## config.mk

```make
export PLATFORM = sky130hd
export DESIGN_NAME = if_fetch_stage
export DESIGN_NICKNAME = d
export VERILOG_FILES = /design/src/rtl/mips_pkg.sv /design/src/rtl/if_pc_sel.sv /design/src/rtl/if_fetch_stage.sv
export SDC_FILE = /design/constraint.sdc
export NUM_CORES = 1
export LEC_CHECK = 0
export ABC_CLOCK_PERIOD_IN_PS = 5700
export CORE_MARGIN = 5
export CORE_UTILIZATION = 48
export DETAILED_ROUTE_END_ITERATION = 8
export MAX_ROUTING_LAYER = met4
export PLACE_DENSITY = 0.8
export SETUP_SLACK_MARGIN = 0.4
export SLEW_MARGIN = 20
export SYNTH_ARGS = -nofsm -noshare
export SYNTH_HDL_FRONTEND = slang
export SYNTH_SLANG_ARGS = --single-unit
```

## constraint.sdc

```tcl
create_clock -name clk -period 5.7 [get_ports clk]
set_input_delay 1.425 -clock clk [delete_from_list [all_inputs] [get_ports clk]]
set_output_delay 1.425 -clock clk [all_outputs]
set_load 0.05 [all_outputs]
```

## src/rtl/mips_pkg.sv

```systemverilog
// Shared MIPS pipeline definitions: fetch reset/trap vectors, fetch FSM states,
// redirect sources and the supervisor-preserving PC increment.
`timescale 1ns/1ps
package mips_pkg;

  localparam logic [31:0] RESET_PC = 32'h8000_0000;
  localparam logic [31:0] INTR_VEC = 32'h8000_0004;
  localparam logic [31:0] EXC_VEC  = 32'h8000_0008;

  typedef enum logic [1:0] {
    FETCH,
    HOLD,
    DRAIN
  } fetch_state_e;

  typedef enum logic [2:0] {
    SRC_NONE,
    SRC_INTR,
    SRC_EXC,
    SRC_BRANCH,
    SRC_JUMP
  } redirect_src_e;

  // Bit 31 is the supervisor bit; the offset wraps within the low 31 bits.
  function automatic logic [31:0] pc_plus4(input logic [31:0] pc);
    return {pc[31], pc[30:0] + 31'd4};
  endfunction

endpackage

```

## src/rtl/if_pc_sel.sv

```systemverilog
// Redirect priority mux for the fetch stage: interrupt (user mode only) >
// exception > branch > jump.
`timescale 1ns/1ps
module if_pc_sel
  import mips_pkg::*;
(
  input  logic          intterupt,
  input  logic          exception,
  input  logic          branch_taken,
  input  logic [31:0]   branch_target,
  input  logic          jump,
  input  logic [31:0]   jump_target,
  input  logic          pc_if_msb,
  output logic          redirect,
  output logic [31:0]   target,
  output redirect_src_e src
);

  always_comb begin
    // NOTE: every output gets a default first so no path infers a latch.
    src    = SRC_NONE;
    target = '0;
    if (intterupt && !pc_if_msb) begin
      src    = SRC_INTR;
      target = INTR_VEC;
    end else if (exception) begin
      src    = SRC_EXC;
      target = EXC_VEC;
    end else if (branch_taken) begin
      src    = SRC_BRANCH;
      target = branch_target;
    end else if (jump) begin
      src    = SRC_JUMP;
      target = jump_target;
    end
  end

  assign redirect = (src != SRC_NONE);

endmodule

```

## src/rtl/if_fetch_stage.sv

```systemverilog
// MIPS instruction-fetch stage: PC register, wait-state tolerant imem fetch,
// stall hold and redirect drain. IF_BRANCH_DELAY_SLOT_EN keeps delay slots.
`timescale 1ns/1ps
module if_fetch_stage
  import mips_pkg::*;
(
  input  logic        clk,
  input  logic        reset,
  input  logic        intterupt,
  input  logic        exception,
  input  logic        stall,
  input  logic        branch_taken,
  input  logic [31:0] branch_target,
  input  logic        jump,
  input  logic [31:0] jump_target,
  output logic        imem_req,
  output logic [31:0] imem_addr,
  input  logic [31:0] imem_rdata,
  input  logic        imem_ready,
  output logic [31:0] PCIF,
  output logic [31:0] PCplus4IF,
  output logic [31:0] instructionIF,
  output logic        validIF,
  output logic        flush_ifid
);

  fetch_state_e  state;
  logic [31:0]   pc;
  logic [31:0]   hold_pc;
  logic [31:0]   hold_instr;
  logic [31:0]   pend_pc;
  logic          redirect;
  logic [31:0]   target;
  redirect_src_e src;
  logic          kills_src;
  logic          flush_now;

  always_comb begin
    PCIF = pc;
    if (reset)              PCIF = RESET_PC;
    else if (state == HOLD) PCIF = hold_pc;
  end

  assign PCplus4IF = pc_plus4(PCIF);

  if_pc_sel u_pc_sel (
    .intterupt     (intterupt),
    .exception     (exception),
    .branch_taken  (branch_taken),
    .branch_target (branch_target),
    .jump          (jump),
    .jump_target   (jump_target),
    .pc_if_msb     (PCIF[31]),
    .redirect      (redirect),
    .target        (target),
    .src           (src)
  );

`ifdef IF_BRANCH_DELAY_SLOT_EN
  // Branches and jumps keep the delay-slot instruction; only traps squash it.
  assign kills_src = (src == SRC_INTR) || (src == SRC_EXC);
`else
  assign kills_src = (src != SRC_NONE);
`endif

  assign flush_now  = !reset && redirect && kills_src;
  assign flush_ifid = flush_now;

  always_comb begin
    imem_req      = 1'b0;
    imem_addr     = pc;
    instructionIF = '0;
    validIF       = 1'b0;
    if (!reset) begin
      unique case (state)
        FETCH: begin
          imem_req = 1'b1;
          if (imem_ready) begin
            instructionIF = imem_rdata;
            validIF       = !flush_now;
          end
        end
        HOLD: begin
          instructionIF = hold_instr;
          validIF       = !flush_now;
        end
        DRAIN:   imem_req = 1'b1;
        default: imem_req = 1'b0;
      endcase
    end
  end

  // NOTE: non-blocking assignments so every register samples pre-edge values.
  always_ff @(posedge clk) begin
    if (reset) begin
      state      <= FETCH;
      pc         <= RESET_PC;
      // NOTE: hold/pend data is reset too, so a reset mid-wait leaks nothing.
      hold_pc    <= '0;
      hold_instr <= '0;
      pend_pc    <= '0;
    end else begin
      unique case (state)
        FETCH: begin
          if (imem_ready) begin
            if (redirect) begin
              pc <= target;
            end else if (stall) begin
              hold_pc    <= pc;
              hold_instr <= imem_rdata;
              state      <= HOLD;
            end else begin
              pc <= pc_plus4(pc);
            end
          end else if (redirect) begin
            pend_pc <= target;
            state   <= DRAIN;
          end
        end
        HOLD: begin
          if (redirect) begin
            pc    <= target;
            state <= FETCH;
          end else if (!stall) begin
            pc    <= pc_plus4(pc);
            state <= FETCH;
          end
        end
        DRAIN: begin
          // The late response belongs to the abandoned address and is dropped.
          if (imem_ready) begin
            pc    <= redirect ? target : pend_pc;
            state <= FETCH;
          end else if (redirect) begin
            pend_pc <= target;
          end
        end
        default: state <= FETCH;
      endcase
    end
  end

endmodule

```

==> impl_metrics.ini <==
[grt]
grt_overflow = 0
grt_usage_pct = 28.72
antenna_found_initial = 0
grt_pass1_vias = 8088
grt_start_max_net_pins = 73
grt_pass1_wl_um = 41660

[critical_path]
startpoint_type = input port
worstSetupPathType = input port to primary output
critPathMaxFanout = 39
crit_buf_inv = 3
arrival_ps = 3750
critPathRequiredTime_ps = 4280
slowest_stage = or4b_4
critPathLaunch = reset
cp_cell_sequence = buf_6, or2_4, clkinvlp_4, ha_2, nand2_2, or4b_4, nor3_4, nand4_1, xnor2_4, buf_12
crit_end = PCplus4IF[20]
slowest_delay_ps = 610
crit_cells = 10
ff2ff_path_depth = 9
timing.rr.start = state[0]
r2r_slack_ps = 2390
crit_family = simple AND/OR/NAND/NOR gates
cp-end-kind = primary output
r2r_end = imem_addr[14]

[cts]
clk_pin_slew_ps = 50
clock-root-buffer = clkbuf_16
cts.sinks = 130
hold_buffers = 0
clock_latency_ps = 430
cts_tree = built
cts_buffers = 17
clockBufferDepth = 2
cts_max_level = 4

[logic_synthesis]
synthMuxAreaShare_pct = 1.154
synth-edff-count = 0
synth_nets = 1174
synthAdderAreaFrac_pct = 0.3297
ys_seq_area_share_pct = 34.29
synth_top_area_cell = dfxtp_1
ys_warn_count = 0
synthArstFlopShare_pct = 0
synth_top_family_by_area = simple AND/OR/NAND/NOR gates
netlist_area_um2 = 7590
ys_seq_elements = 130
yosys.area.top_type_share_pct = 34.29
synthSimpleGateAreaFrac_pct = 27.76
ys_types = 68
synthCells = 1068
synth_xor_area_share_pct = 3.116
yosys-top-cells-area = dfxtp_1 (34%), nand2_1 (12%), a21oi_1 (8.5%)
synth_area_per_cell_um2 = 7.107
yosys_most_used_dff = dfxtp_1
synth-compound-area-share_pct = 27.07

[layout]
layout-drive-gt1-share_pct = 12.82
diodes = 0
layout_commonest_cell = nand2_1
layout_common_cells = nand2_1 (237), clkdlybuf4s50_1 (172), dfxtp_1 (129), a21oi_1 (128), nor2_1 (112)
fill_cells = 1256
area_delta_synth_final_pct = 45.88
nets = 1357

[route]
ant_nets = 0
drt_iter0_markers = 1124
first_pass_iters = 6
vias_per_cell = 5.907
dr_total_vias = 8743
routedWlPerCell_um = 17.80
drc_errors = 0
drt_wl_total_um = 26340

[floorplan]
rows = 46
fp.dieArea_um2 = 18430
start_util_pct = 48.30
die_h_um = 135.7
dieWidth_um = 135.7
ios = 235
fp.coreArea_um2 = 15710

[place]
io_buffer_count = 234
globalplace.congestion = 0.8829
dp_hpwl_um = 18540

[timing]
relSlewSlack_pct = 27.62
setup_violations = 0
clock_skew_ps = 11.07
rsz0062_at_grt = no
worstMarginPinSlew_ps = 1083
min_period_over_period_pct = 90.74
fmax_mhz = 193.3
finalHoldViolCount = 0
fin_crit_ps = 5172
setup_tns_ps = 0
slew_viol_final = 0

[power]
leakagePower_nw = 3.853
switchingPower_mw = 0.7127
power_frac_seq_pct = 36.7
power.internal_mw = 1.910
pwr-share-clk_pct = 45.3
swShare_pct = 27.18
power_density_nw_per_um2 = 236.9
combPwrFrac_pct = 18.0
vdd_drop_max_uv = 199.3
fin_total_pwr_mw = 2.622

[status]
outcome = completed

[run]
maxCapViolCount = 0

[hold_path]
worstHoldPathType = flop to flop
==> power by group through the flow <==
stage          Combinational (mW)  Clock (mW)  Sequential, mW
2_1_floorplan               0.250           0            1.00
3_3_place_gp                0.463           0           0.979
3_5_place_dp                0.466           0           0.980
4_1_cts                     0.468        1.20           0.960
5_1_grt                     0.500        1.25           0.964
6_report                    0.471        1.19           0.962
==> area by class of cell <==
type                            count  area [um^2]  area share (%)
Tap cell                          216        270.3           2.441
Sequential cell                   130         2604           23.52
Multi-Input combinational cell    827         4752           42.92
Clock inverter                      8        147.6           1.333
Clock buffer                       24        501.7           4.532
Inverter                           15        60.06          0.5424
Timing Repair Buffer              260         2736           24.71
==> what timing repair did <==
item / CTS / global route
resized for setup: 0 / 2
buffers inserted: 2 / 0
endpoints found under the setup margin: 1 / 3
pin swaps: 1 / 2
==> per-stage QoR <==
stage               utilization, %  cell area (um^2)  setup WS (ps)  instances  hold WS (ps)
finish                       70.47             11070          528.0       1480         452.3
global placement             66.17             10400          447.5       1446         439.3
global route                 70.47             11070          421.7       1480         473.3
floorplan                        -              7869          41.23       1068         431.8
CTS                          70.40             11060          508.2       1480         450.4
detailed placement           66.17             10400          381.8       1446         443.1
==> synthesized netlist by cell type (13+ instances only) <==
master	number
clkbuf_1	59
a31oi_1	13
nor2_1	112
nand4_1	14
nand3_1	21
o21ai_0	36
dfxtp_1	130
xnor2_1	15
inv_1	14
a22oi_1	71
nor3_1	19
a21oi_1	129
buf_2	18
nand2_1	238
==> kinds of logic after synthesis <==
family          after synthesis
buf+inv                     111
mux                           8
simple gates                469
xor+xnor                     27
flops                       130
compound gates              321
fa+ha+maj                     2
==> how the worst min path moves through the flow <==
stage / from / slack [ps] / endpoint / cells after the start
final: hold_pc[19] / 450 / hold_pc[19] / 2
after global routing: hold_pc[21] / 470 / hold_pc[21] / 2
after detailed placement: hold_pc[19] / 440 / hold_pc[19] / 2
after global placement: hold_pc[7] / 440 / hold_pc[7] / 2
after CTS: hold_pc[19] / 450 / hold_pc[19] / 2
after floorplan: hold_pc[12] / 430 / hold_pc[12] / 2
==> worst register-to-register path: stages, from the launching register on <==
cell and delay (ps):
dfxtp_2 590, nor2b_4 270, buf_12 300, o2111a_1 240
buf_4 260, o21a_1 560, buf_4 310, nand2_1 140
or4_1 410, a31oi_1 160
==> sequential cells by signal, indices dropped and copies added (netlist names) <==
name / count
hold_pc: 32
hold_instr: 32
pend_pc: 32
imem_addr: 32
state: 2
==> metal layers <==
layer,vias up,part of all wire [%],GRT usage [%]
li1,4167,-,-
met1,4044,42,37.98
met2,487,46,43.61
met3,45,10,7.467
met4,0,1.8,8.175
met5,-,0,-
(Power assumes the default switching activity.)
